### src/rtl/fft_frame_sched.sv
// fft_frame_sched: input FIFO plus overlap-replay frame scheduler feeding an
// FFT, with a sequence monitor on the FFT output side.
//   clk, rst_async_n     : clock (rising edge) and asynchronous active-low reset
//   i_overlap/i_cfg_load : overlap request, captured (clamped) into a shadow reg
//   s_valid/s_ready/s_data : upstream sample stream, s_data[0]=I, s_data[1]=Q
//   o_fft_valid/o_fft_data/o_sof/o_frame_id : registered frame stream to the FFT
//   i_fft_valid/i_hi_lo  : FFT output handshake watched by the monitor
//   o_busy/o_err_seq     : scheduler not idle / sticky output sequencing error
// Each frame is OV replayed history samples followed by FFT_SIZE-OV fresh
// samples, emitted on contiguous cycles, then GAP idle cycles.
// FFT_SIZE must equal 2**NBW_FS (FIFO pointers wrap naturally).
module fft_frame_sched #(
  parameter int NBW_IN   = 9,
  parameter int FFT_SIZE = 8,
  parameter int NBW_FS   = 3,
  parameter int GAP      = 4
) (
  input  logic                     clk,
  input  logic                     rst_async_n,
  input  logic [NBW_FS-1:0]        i_overlap,
  input  logic                     i_cfg_load,
  input  logic                     s_valid,
  output logic                     s_ready,
  input  logic [1:0][NBW_IN-1:0]   s_data,
  output logic                     o_fft_valid,
  output logic [1:0][NBW_IN-1:0]   o_fft_data,
  output logic                     o_sof,
  output logic [7:0]               o_frame_id,
  input  logic                     i_fft_valid,
  input  logic                     i_hi_lo,
  output logic                     o_busy,
  output logic                     o_err_seq
);

  localparam int HALF = FFT_SIZE / 2;
  localparam int HW   = (HALF > 1) ? $clog2(HALF) : 1;
  localparam int CNTW = NBW_FS + 1;
  // Phase counter must reach both FFT_SIZE-1 and GAP-1.
  localparam int CW   = (NBW_FS + 1 > $clog2(GAP) + 1) ? NBW_FS + 1 : $clog2(GAP) + 1;

  localparam logic [1:0] ST_IDLE   = 2'd0;
  localparam logic [1:0] ST_REPLAY = 2'd1;
  localparam logic [1:0] ST_FILL   = 2'd2;
  localparam logic [1:0] ST_DRAIN  = 2'd3;

  logic [1:0]                     state;
  logic [CW-1:0]                  cnt;
  logic [NBW_FS-1:0]              shadow_ov;
  logic [NBW_FS-1:0]              ov;

  // ---------------------------------------------------------------- input FIFO
  logic [1:0][NBW_IN-1:0]         mem [FFT_SIZE];
  logic [NBW_FS-1:0]              wr_ptr;
  logic [NBW_FS-1:0]              rd_ptr;
  logic [CNTW-1:0]                count;
  logic                           rdy_en;
  logic                           push;
  logic                           pop;

  // rdy_en keeps s_ready low through reset and raises it on the first edge after.
  assign s_ready = rdy_en && (count != CNTW'(FFT_SIZE));
  assign push    = s_valid && s_ready;
  // FILL is only entered once enough samples are buffered, so it pops blindly.
  assign pop     = (state == ST_FILL);

  // Storage needs no reset: the count defines which entries are live.
  always_ff @(posedge clk) begin
    if (push) begin
      mem[wr_ptr] <= s_data;
    end
  end

  always_ff @(posedge clk or negedge rst_async_n) begin
    if (!rst_async_n) begin
      wr_ptr <= '0;
      rd_ptr <= '0;
      count  <= '0;
      rdy_en <= 1'b0;
    end else begin
      rdy_en <= 1'b1;
      if (push) begin
        wr_ptr <= wr_ptr + 1'b1;
      end
      if (pop) begin
        rd_ptr <= rd_ptr + 1'b1;
      end
      if (push && !pop) begin
        count <= count + 1'b1;
      end else if (pop && !push) begin
        count <= count - 1'b1;
      end
    end
  end

  // ------------------------------------------------------------ overlap config
  always_ff @(posedge clk or negedge rst_async_n) begin
    if (!rst_async_n) begin
      shadow_ov <= '0;
    end else if (i_cfg_load) begin
      shadow_ov <= (i_overlap > NBW_FS'(HALF)) ? NBW_FS'(HALF) : i_overlap;
    end
  end

  // ------------------------------------------------------------ frame FSM
  logic [CNTW-1:0] start_thr;
  assign start_thr = CNTW'(FFT_SIZE) - CNTW'(shadow_ov);

  always_ff @(posedge clk or negedge rst_async_n) begin
    if (!rst_async_n) begin
      state <= ST_IDLE;
      cnt   <= '0;
      ov    <= '0;
    end else begin
      case (state)
        ST_IDLE: begin
          // The shadow value is the one that will become OV, so it sets the
          // fill threshold; OV then stays frozen for the frame.
          if (count >= start_thr) begin
            ov    <= shadow_ov;
            cnt   <= '0;
            state <= (shadow_ov == '0) ? ST_FILL : ST_REPLAY;
          end
        end
        ST_REPLAY: begin
          // cnt keeps running into FILL: it is the sample position in the frame.
          cnt <= cnt + 1'b1;
          if (cnt == CW'(ov) - CW'(1)) begin
            state <= ST_FILL;
          end
        end
        ST_FILL: begin
          if (cnt == CW'(FFT_SIZE - 1)) begin
            cnt   <= '0;
            state <= ST_DRAIN;
          end else begin
            cnt <= cnt + 1'b1;
          end
        end
        default: begin
          if (cnt == CW'(GAP - 1)) begin
            cnt   <= '0;
            state <= ST_IDLE;
          end else begin
            cnt <= cnt + 1'b1;
          end
        end
      endcase
    end
  end

  assign o_busy = (state != ST_IDLE);

  // ------------------------------------------------------- history + output
  logic [HALF-1:0][1:0][NBW_IN-1:0] hist;
  logic [HW-1:0]                    hist_idx;
  logic                             emit;
  logic [1:0][NBW_IN-1:0]           emit_dat;
  logic                             last_q;

  // Replayed samples are shifted back into the history as they go out, so the
  // oldest sample still to replay always sits at hist[OV-1]; after OV cycles
  // the history holds the same OV samples again, in the same order.
  assign hist_idx = HW'(ov - 1'b1);
  assign emit     = (state == ST_REPLAY) || (state == ST_FILL);
  assign emit_dat = (state == ST_REPLAY) ? hist[hist_idx] : mem[rd_ptr];

  always_ff @(posedge clk or negedge rst_async_n) begin
    if (!rst_async_n) begin
      hist        <= '0;
      o_fft_valid <= 1'b0;
      o_fft_data  <= '0;
      o_sof       <= 1'b0;
      last_q      <= 1'b0;
      o_frame_id  <= '0;
    end else begin
      o_fft_valid <= emit;
      o_sof       <= emit && (cnt == '0);
      last_q      <= (state == ST_FILL) && (cnt == CW'(FFT_SIZE - 1));
      if (emit) begin
        o_fft_data <= emit_dat;
        hist       <= {hist[HALF-2:0], emit_dat};
      end
      // Advance once the last sample of the frame has been presented, so the
      // id is stable across every sample of its own frame.
      if (last_q) begin
        o_frame_id <= o_frame_id + 8'd1;
      end
    end
  end

  // ---------------------------------------------------- FFT output monitor
  logic [CNTW-1:0] mon_cnt;
  logic            exp_hi;

  assign exp_hi = (mon_cnt >= CNTW'(HALF));

  always_ff @(posedge clk or negedge rst_async_n) begin
    if (!rst_async_n) begin
      mon_cnt   <= '0;
      o_err_seq <= 1'b0;
    end else begin
      if (i_fft_valid) begin
        if (mon_cnt == CNTW'(FFT_SIZE)) begin
          // Valid still high after a full burst: the burst overran, or a new
          // one started before the previous one ended.
          o_err_seq <= 1'b1;
        end else begin
          if (i_hi_lo != exp_hi) begin
            o_err_seq <= 1'b1;
          end
          mon_cnt <= mon_cnt + 1'b1;
        end
      end else begin
        if ((mon_cnt != '0) && (mon_cnt != CNTW'(FFT_SIZE))) begin
          o_err_seq <= 1'b1;
        end
        mon_cnt <= '0;
      end
    end
  end

endmodule
### config.mk
export PLATFORM = sky130hd
export DESIGN_NAME = fft_frame_sched
export DESIGN_NICKNAME = d
export VERILOG_FILES = /design/src/rtl/fft_frame_sched.sv
export SDC_FILE = /design/constraint.sdc
export NUM_CORES = 1
export LEC_CHECK = 0
export CORE_AREA = 2 2 214 153
export CTS_CLUSTER_DIAMETER = 60
export DETAILED_ROUTE_END_ITERATION = 12
export DIE_AREA = 0 0 216 155
export PLACE_DENSITY = 0.59
export SYNTH_ARGS = -nofsm -noshare
export SYNTH_HDL_FRONTEND = slang
export SYNTH_SLANG_ARGS = --single-unit
### constraint.sdc
create_clock -name clk -period 3.6 [get_ports clk]
set_clock_uncertainty 0.15 [all_clocks]
set_input_delay 0.72 -clock clk [delete_from_list [all_inputs] [get_ports clk]]
set_output_delay 0.72 -clock clk [all_outputs]
set_load 0.05 [all_outputs]
==> results.yml, run 1 <==
synth:
  ys_top_cells_by_area: "sky130_fd_sc_hd__edfxtp_1 40%, sky130_fd_sc_hd__dfrtp_1 26%, sky130_fd_sc_hd__mux4_2 6.4%"
  synthesis.instances: 693
  synth_seq_area_share_pct: 65.3
  synth_cell_type_count: 46
  synth_most_common_cell: "sky130_fd_sc_hd__edfxtp_1"
  synth_seq_cells: 255
  synthFlopType: "sky130_fd_sc_hd__edfxtp_1"
  synth.yosys.warnings: 0
  netlist.top_cell.by_area: "sky130_fd_sc_hd__edfxtp_1"
  synth-edff-count: 144
  async_reset_ff_share_pct: 43.5
  mappedNetlistArea_mm2: 0.0109
  synth_common_cells: "144 x sky130_fd_sc_hd__edfxtp_1, 111 x sky130_fd_sc_hd__dfrtp_1, 57 x sky130_fd_sc_hd__mux2_1, 43 x sky130_fd_sc_hd__a21oi_1, 32 x sky130_fd_sc_hd__nor2_1"
  synth_fp_nets: 742
  syn_area_per_cell_um2: 15.7
  netlist.area_leader.share_pct: 39.7
outcome:
  outcome: "completed"
layout:
  insertedDiodeCount: 0
  nFillCells: 2939
  final_nets: 795
  area.growth.synth_to_final_pct: 16.1
  final_layout_size_suffix_gt1_share_pct: 12.6
setup_path:
  timing.rr.start: "shadow_ov[0]"
  crit_slowest_cell: "sky130_fd_sc_hd__clkdlybuf4s50_1"
  crit_required_ps: 2730
  timing.critical_path.slowest_cell_delay_ps: 830
  path_class: "reg -> out"
  worst-r2r-cell-count: 10
  r2r_end: "state[1]"
  critPathArrivalTime_ps: 2170
  cpLargestDelayFamily: "buffers and inverters"
  critPathBufInv: 3
  critPathCaptureType: "primary output"
  worst_setup_path_start_kind: "flip-flop"
  critPathMostFrequentCell: "sky130_fd_sc_hd__inv_1"
  timing.reg2reg.setup_slack_ps: 800
  critical_path_peak_fanout: 6
  crit_path_cells: "inv_1, ha_2, inv_1, clkdlybuf4s50_1"
clock_tree:
  h-tree-depth: 1
  cts.hold.buffers_added: 0
  clkTransAtPathRegs_ps: 60
  post_cts.resized_instances: 0
  cts_setup_buffers: 0
  cts_buffer_depth: 3
  clockRootBuffer: "sky130_fd_sc_hd__clkbuf_16"
  cts_tree: "built"
  clock_insertion_delay_worst_skew_ps: 550
  cts-buffers-inserted: 26
  cts.sink_count: 255
route:
  detail_route.first_pass.iterations: 4
  vias_per_cell: 4.75
  route.detailed.wl_per_inst_um: 17.7
  wirelength_um: 21000
  drc: 0
  ant_nets: 0
  drt_iter0_drc: 426
  detailroute.via_count: 5648
global_route:
  grt_pass1_vias: 5762
  first_pass_grt_wire_length_um: 33700
  grt_start_max_net_pins: 64
  globalRouteTotalUtil_pct: 12.9
  grt_antenna_before_repair: 0
  grt_remaining_overflow: 0
timing:
  hold_viol: 0
  fmax_mhz: 329
  rsz0062_at_grt: "false"
  post-route-worst-setup-slack_ps: 563
  fin_crit_sh_pct: 84.4
  final_setup_tns_ps: 0
  finalSetupViolations: 0
  max_slew_margin_pct: 44.5
  timing_max_transition_violations_final: 0
  period_needed_ps: 3040
  timing_worst_slew_pin_value_ps: 833
power:
  sw_frac_of_total_pct: 35.9
  comb_power_share_pct: 40.3
  vdd_ir_max_mv: 0.478
  power.total_mw: 11.5
  netSwitchingPower_mw: 4.11
  seq_power_share_pct: 37.8
  power-per-cell-area_mw_per_mm2: 908
  power.leakage_nw: 4.82
  part_of_the_total_power_dissipated_in_the_clock_network_pct: 21.9
  p_int_mw: 7.35
run:
  cap_viol_max_count: 0
placement:
  io_buffer_count: 57
  dp_worst_setup_slack_ps: 627
  gpl.final_weighted_congestion: 0.709
  post-dp-hpwl_um: 13200
floorplanning:
  floorplan.die_area_mm2: 0.0335
  num_rows: 55
  initial_core_util_pct: 34.4
  placeableCoreArea_mm2: 0.0317
  die_h_um: 155
  die_w_um: 216
  num_io_pins: 58
hold_path:
  timing.hold.worst.class: "in -> async"
power by group through the flow:
stage	Clock [mW]	Combinational, mW	Sequential (mW)
final	2.52	4.62	4.33
after global routing	2.72	5.09	4.45
after CTS	2.60	4.70	4.35
after detailed placement	0	4.68	4.40
after global placement	0	4.61	4.39
after floorplan	0	3.78	4.20
state kept, by name, summed over array words and instances (netlist names):
| name | flops |
|---|---|
| rdy_en | 1 |
| last_q | 1 |
| mon_cnt | 4 |
| o_err_seq | 1 |
| cnt | 4 |
| count | 4 |
| state | 2 |
| wr_ptr | 3 |
| hist | 72 |
| rd_ptr | 3 |
| ov | 3 |
| o_frame_id | 8 |
| mem | 144 |
| o_sof | 1 |
| shadow_ov | 3 |
| o_fft_valid | 1 |
metrics by stage:
| step | area (um2) | cells | hold slack (ps) | util [%] |
|---|---|---|---|---|
| after floorplan | 10900 | 693 | 274 | - |
| after global placement | 11800 | 1145 | 302 | 37.4 |
| after detailed placement | 11800 | 1145 | 309 | 37.4 |
| after CTS | 12600 | 1188 | 162 | 39.9 |
| after global routing | 12600 | 1188 | 174 | 39.9 |
| final | 12600 | 1188 | 128 | 39.9 |
cell type report:
class / instances / area [um2] / share of cell area (%)
flip-flops and latches: 255 / 7100 / 56.2
multi-input cells: 367 / 3400 / 26.9
repair buffers: 77 / 743 / 5.88
clock buffers: 34 / 701 / 5.55
well taps: 427 / 534 / 4.23
clock inverters: 9 / 85.1 / 0.673
inverters: 19 / 71.3 / 0.565
cells by family after synthesis:
group                    synth area share, %
AO/OA/AOI/OAI                           6.12
XOR/XNOR                                1.77
adder cells (fa/ha/maj)                 2.60
buffers and inverters                   3.66
flip-flops                              65.3
multiplexers                            15.8
other                                 0.0345
AND/OR/NAND/NOR                         4.82
worst reg2reg max path, cell delays in order, from the launching register on:
cell and delay [ps]:
sky130_fd_sc_hd__dfrtp_1 350, sky130_fd_sc_hd__inv_1 80, sky130_fd_sc_hd__ha_1 200, sky130_fd_sc_hd__ha_1 260, sky130_fd_sc_hd__inv_1 40, sky130_fd_sc_hd__ha_1 270
sky130_fd_sc_hd__o211ai_1 110, sky130_fd_sc_hd__o211ai_1 480, sky130_fd_sc_hd__nand3_1 130, sky130_fd_sc_hd__a21oi_1 260, sky130_fd_sc_hd__mux2_1 350
layout by cell type (no fill, tap or decap), types with 3 or more instances in the layout:
| cell type | instances |
|---|---|
| sky130_fd_sc_hd__mux4_2 | 31 |
| sky130_fd_sc_hd__nor3_1 | 4 |
| sky130_fd_sc_hd__edfxtp_1 | 144 |
| sky130_fd_sc_hd__ha_1 | 20 |
| sky130_fd_sc_hd__nor2b_1 | 20 |
| sky130_fd_sc_hd__mux2_1 | 57 |
| sky130_fd_sc_hd__xnor2_1 | 14 |
| sky130_fd_sc_hd__a21oi_1 | 43 |
| sky130_fd_sc_hd__clkbuf_16 | 26 |
| sky130_fd_sc_hd__o21ai_0 | 6 |
| sky130_fd_sc_hd__nand3b_1 | 3 |
| sky130_fd_sc_hd__mux4_1 | 5 |
| sky130_fd_sc_hd__inv_1 | 17 |
| sky130_fd_sc_hd__nand2_1 | 20 |
| sky130_fd_sc_hd__nand4_1 | 4 |
| sky130_fd_sc_hd__clkbuf_1 | 6 |
| sky130_fd_sc_hd__a22o_1 | 20 |
| sky130_fd_sc_hd__xor2_1 | 8 |
| sky130_fd_sc_hd__clkdlybuf4s50_1 | 56 |
| sky130_fd_sc_hd__dfrtp_1 | 110 |
| sky130_fd_sc_hd__nand2b_1 | 6 |
| sky130_fd_sc_hd__a211o_1 | 18 |
| sky130_fd_sc_hd__mux2i_1 | 22 |
| sky130_fd_sc_hd__nand3_1 | 4 |
| sky130_fd_sc_hd__and2_1 | 3 |
| sky130_fd_sc_hd__clkinv_2 | 3 |
| sky130_fd_sc_hd__buf_4 | 19 |
| sky130_fd_sc_hd__o21ai_1 | 5 |
| sky130_fd_sc_hd__nor2_1 | 32 |
metal layers:
layer  wire length (um)  track usage, %  part of all wire (%)  up-vias
li1                   -               -                     -     2685
met1              10600            19.2                    50     2843
met2               9220            19.3                    44       88
met3                863            2.74                   4.1       32
met4                363            2.84                   1.7        0
met5                  0               0                     0        -
how the worst max path moves through the flow:
stage               startpoint  cells past startpoint  slack [ps]        end
finish                state[1]                      4         560     o_busy
CTS                   state[1]                      4         500     o_busy
floorplan             count[0]                      5         270  mem[0][0]
global placement       s_valid                     10         650   count[3]
global route          state[1]                      4         420     o_busy
detailed placement     s_valid                     10         630   count[3]
(Power assumes the default switching activity.)
==> run 2: changes to the inputs <==
Clock period 3.6 ns to 2.9 ns, I/O delays scaled along.
==> results.yml, run 2 (synthesis results as in run 1) <==
outcome:
  outcome: "completed"
clock_tree:
  h-tree-depth: 1
  clock_insertion_delay_worst_skew_ps: 540
  cts-buffers-inserted: 25
  cts_tree: "built"
  clkTransAtPathRegs_ps: 60
  clockRootBuffer: "sky130_fd_sc_hd__clkbuf_16"
  cts_buffer_depth: 3
  cts.sink_count: 255
timing:
  rsz0062_at_grt: "false"
  fin_crit_sh_pct: 90.7
  post-route-worst-setup-slack_ps: 271
  timing_worst_slew_pin_value_ps: 905
  finalSetupViolations: 0
  final_setup_tns_ps: 0
  hold_viol: 0
  timing_max_transition_violations_final: 0
  period_needed_ps: 2630
  max_slew_margin_pct: 39.6
  fmax_mhz: 380
route:
  drt_iter0_drc: 320
  detailroute.via_count: 5717
  drc: 0
  detail_route.first_pass.iterations: 4
  route.detailed.wl_per_inst_um: 17.6
  wirelength_um: 21100
  ant_nets: 0
  vias_per_cell: 4.78
layout:
  area.growth.synth_to_final_pct: 16.5
  layout.cells.most_common_list: "144 x sky130_fd_sc_hd__edfxtp_1, 110 x sky130_fd_sc_hd__dfrtp_1, 57 x sky130_fd_sc_hd__mux2_1"
  final_design_area_no_fill_mm2: 0.0127
  final_util_pct: 40.1
  largest_register_ff_count: 144
  top_register: "mem"
  insertedDiodeCount: 0
  most_frequent_standard_cell_in_the_layout_excluding_fill_and_tap_cells: "sky130_fd_sc_hd__edfxtp_1"
  post_layout_instance_count_excluding_filler_cells: 1195
  final_layout_size_suffix_gt1_share_pct: 13.9
  biggestRegsByFlops: "mem x144, hist x72, o_frame_id x8"
  final_nets: 802
hold_path:
  timing.hold.worst.class: "reg -> reg"
power:
  sw_frac_of_total_pct: 36.1
  seq_power_share_pct: 37.3
  vdd_ir_max_mv: 0.758
  comb_power_share_pct: 41.4
  netSwitchingPower_mw: 5.16
  p_int_mw: 9.13
  part_of_the_total_power_dissipated_in_the_clock_network_pct: 21.3
  power.leakage_nw: 4.85
  power-per-cell-area_mw_per_mm2: 1130
setup_path:
  worst_setup_path_start_kind: "flip-flop"
  critical_path_peak_fanout: 5
  critPathArrivalTime_ps: 1900
  path_class: "reg -> out"
  crit_required_ps: 2170
  critPathCaptureType: "primary output"
floorplanning:
  floorplan.die_area_mm2: 0.0335
  die_h_um: 155
  initial_core_util_pct: 34.4
  die_w_um: 216
  num_rows: 55
  num_io_pins: 58
  placeableCoreArea_mm2: 0.0317
global_route:
  grt_start_max_net_pins: 59
  gr-usage-met3_pct: 2.74
  grt_remaining_overflow: 0
  grt_pass1_vias: 5804
  first_pass_grt_wire_length_um: 34000
  grt_antenna_before_repair: 0
  grt_use_met1_pct: 19.2
  grt_most_used_layer: "met2"
  grt.met2_usage_pct: 19.6
  globalRouteTotalUtil_pct: 13.0
placement:
  post-dp-hpwl_um: 13200
  postPlaceCellArea_mm2: 0.0119
  dp_worst_setup_slack_ps: 247
  placed_cells_incl_taps: 1152
  io_buffer_count: 57
  gpl.final_weighted_congestion: 0.753
run:
  cap_viol_max_count: 0
## run 2: changes by cell type in the layout (fill, tap and decap cells not counted), sizes merged
| cell | delta |
|---|---|
| clkdlybuf4s50 | -2 |
| clkbuf | -2 |
| buf | +7 |
| dlygate4sd2 | +2 |
| dlygate4sd3 | +1 |
| inv | +1 |
## run 2: what timing repair did
action / CTS / global route
setup endpoints to repair: 2 / 0
setup buffers: 0 / 0
gates resized for setup: 2 / 0
endpoints found under the hold margin: 38 / 0
hold buffers: 1 / 0
## run 2: power by group through the flow
| stage | logic, mW | clock network [mW] | registers (mW) |
|---|---|---|---|
| CTS | 6.00 | 3.12 | 5.34 |
| floorplan | 4.69 | 0 | 5.22 |
| detailed placement | 6.00 | 0 | 5.41 |
| finish | 5.92 | 3.04 | 5.33 |
| global placement | 5.93 | 0 | 5.39 |
| global route | 6.52 | 3.28 | 5.46 |
## run 2: final cells by class
type                    count  area (um2)
clock buffers              32         662
clock inverters            10        86.3
fillers                  2948       19000
inverters                  19        71.3
multi-input cells         367        3410
flip-flops and latches    255        7100
well taps                 427         534
repair buffers             85         816
## run 2: per-stage QoR
stage               hold slack (ps)  total power [mW]
finish                          321              14.3
global route                    339              15.3
CTS                             323              14.5
detailed placement              308              11.4
global placement                301              11.3
floorplan                       134              9.91
## run 2: critical path, stage by stage, from the launching register on
cell	delay (ps)
sky130_fd_sc_hd__dfrtp_1	440
sky130_fd_sc_hd__o41a_2	500
sky130_fd_sc_hd__dlygate4sd2_1	430
## run 2: final timing paths
check                      slack, ps     startpoint       endpoint  cells past startpoint
max                              270       count[1]        s_ready                      2
min                              320  o_frame_id[7]  o_frame_id[7]                      1
max reg2reg                      300       count[1]       count[3]                     10
min reg2reg                      320  o_frame_id[7]  o_frame_id[7]                      1
max in group asynchronous       1440    rst_async_n       hist[23]                      3
min in group asynchronous        440    rst_async_n         cnt[3]                      2
## run 2: metal layers
layer | vias to the layer above | wire length [um]
met4 | 0 | 367
met3 | 32 | 981
met1 | 2877 | 10600
met5 | - | 0
li1 | 2700 | -
met2 | 108 | 9090
==> run 3: changes to the inputs <==
Settings changed: SKIP_LAST_GASP from default to 1.
==> results of run 3 <==
The final DEF is identical to that of run 2; final timing and power are the same.
==> variant (config.mk and constraints of run 3) <==
The parameter `NBW_IN` goes from 9 to 11.
--- a/src/rtl/fft_frame_sched.sv
+++ b/src/rtl/fft_frame_sched.sv
@@ -12,3 +12,3 @@
 module fft_frame_sched #(
-  parameter int NBW_IN   = 9,
+  parameter int NBW_IN   = 11,
   parameter int FFT_SIZE = 8,
Interface: changed (resized o_fft_data and s_data); port bits go from 58 to 66. The function was not compared with the original's and may differ.
==> variant against run 3 <==
  * First-iteration DRC count grew 11%
  * Sequential cell count up 48
  * Worst hold slack is essentially flat
  * Power increased by 18%
  * Register-to-register slack lost 0.02 ns
  * Sequential share of layout area increased by 0.34 points
  * Combinational power rose by 17%
  * Area after synthesis is 18% higher
  * Worst setup slack worse by 0.067 ns
  * Core utilization is 7.4 points higher
  * Clock power rose by 22%
  * Routed wire length grew 20%
  * Cell area increased by 18%
  * Critical endpoint is now o_busy
==> variant: results (changes against run 3) <==
| Metric | Value |
|---|---|
| DP HPWL | `15,640 um (was 13,240 um)` |
| Met2 wire len | `10,970 um (was 9090 um)` |
| CP max FO | `6 (was 5)` |
| Peak supply drop | `0.0005357 V (was 0.0007578 V)` |
| Crit path time final | `2.696 ns (was 2.629 ns)` |
| Initial detailed-routing violation count | `354 (was 320)` |
| Critical Path AT | `1.97 ns (was 1.90 ns)` |
| Logic gate share of total power | `41.1% (was 41.4%)` |
| CP startpoint | `state[1]$_DFFE_PN0P_ (was count[1]$_DFFE_PN0P_)` |
| Slowest-stage cell, CP | `dlygate4sd2_1 (was o41a_2)` |
| IO Port Bufs | `65 (was 57)` |
| Clk Latency, worst-skew pair | `0.57 ns (was 0.54 ns)` |
| Max stage delay on crit path | `0.55 ns (was 0.50 ns)` |
| Top post-synthesis cells by area | `edfxtp_1 41%, dfrtp_1 25%, mux2_2 8.1% (was edfxtp_1 40%, dfrtp_1 26%, mux4_2 6.4%)` |
| Post-synthesis sequential area ratio | `65.63% (was 65.26%)` |
| Mean Syn Cell Area | `16.12 um2 (was 15.70 um2)` |
| Status | `completed (unchanged)` |
| Total power | `16.92 mW (was 14.29 mW)` |
| Largest net degree at the start of global routing | `58 (was 59)` |
| GRT Total Usage | `15.32% (was 12.96%)` |
| Via density | `5.050 (was 4.784)` |
| Largest register FFs | `176 (was 144)` |
| Placed cell count | `1,260 (was 1,152)` |
| CTS buffer count | `28 (was 25)` |
| Grt met1 use | `23.59% (was 19.23%)` |
| Met3 Use GR | `2.561% (was 2.737%)` |
| Cell variety after synth | `44 (was 46)` |
| Biggest registers after layout | `mem (176), hist (88), o_frame_id (8) (was mem (144), hist (72), o_frame_id (8))` |
| GPL Wtd Cong | `0.7794 (was 0.7527)` |
| DR WL met3 | `921 um (was 981 um)` |
| Worst r2r src | `count[0]$_DFFE_PN0P_ (was count[1]$_DFFE_PN0P_)` |
| P&R area growth vs syn | `16.46% (was 16.51%)` |
| P_int | `10.96 mW (was 9.131 mW)` |
| Met2 Usage GRT | `22.88% (was 19.57%)` |
| Final nets | `917 (was 802)` |
| Adder-cell share of the synthesized area | `2.193% (was 2.598%)` |
| Synth cell count leaders | `176 x edfxtp_1, 127 x dfrtp_1, 93 x mux2_2 (was 144 x edfxtp_1, 111 x dfrtp_1, 57 x mux2_1)` |
| Hold slack final | `0.3208 ns (about the same)` |
| Fraction of registers with async set/reset | `41.91% (was 43.53%)` |
| Seq group | `6.26 mW (was 5.33 mW)` |
| Leakage | `5.624 nW (was 4.846 nW)` |
| Total wire length | `25,370 um (was 21,070 um)` |
| WL met1 | `13,040 um (was 10,630 um)` |
| Nets in the synthesized netlist | `853 (was 742)` |
| Number of synthesized flops with an enable pin | `176 (was 144)` |
| R2r setup slk | `0.28 ns (was 0.30 ns)` |
| XOR/XNOR share of the synthesized area | `1.494% (was 1.771%)` |
| Hold path cells | `1 (unchanged)` |
| Slew HR | `61.96% (was 39.57%)` |
==> variant: cell count changes in the layout (fill, tap and decap cells not counted), moves of 16 or more <==
| cell | run 3 | this run |
|---|---|---|
| nor2_1 | 28 | 9 |
| dfrtp_1 | 110 | 126 |
| edfxtp_1 | 144 | 176 |
| nand2_1 | 20 | 64 |
| o211ai_1 | 2 | 23 |
| a22o_1 | 20 | 1 |
| nor2b_1 | 20 | 3 |
| o21ai_1 | 5 | 42 |
| mux2_2 | 2 | 93 |
| a211o_1 | 18 | 1 |
| mux4_2 | 31 | 8 |
| mux4_1 | 5 | 36 |
| mux2_1 | 57 | 0 |
| a21oi_1 | 43 | 7 |
==> variant: layout make-up <==
cell class,count,area share (%)
Clock buffer,41,5.390
Clock inverter,10,0.7414
Inverter,19,0.4748
Multi-Input combinational cell,416,26.84
Sequential cell,303,56.36
Tap cell,427,3.557
Timing Repair Buffer,96,6.639
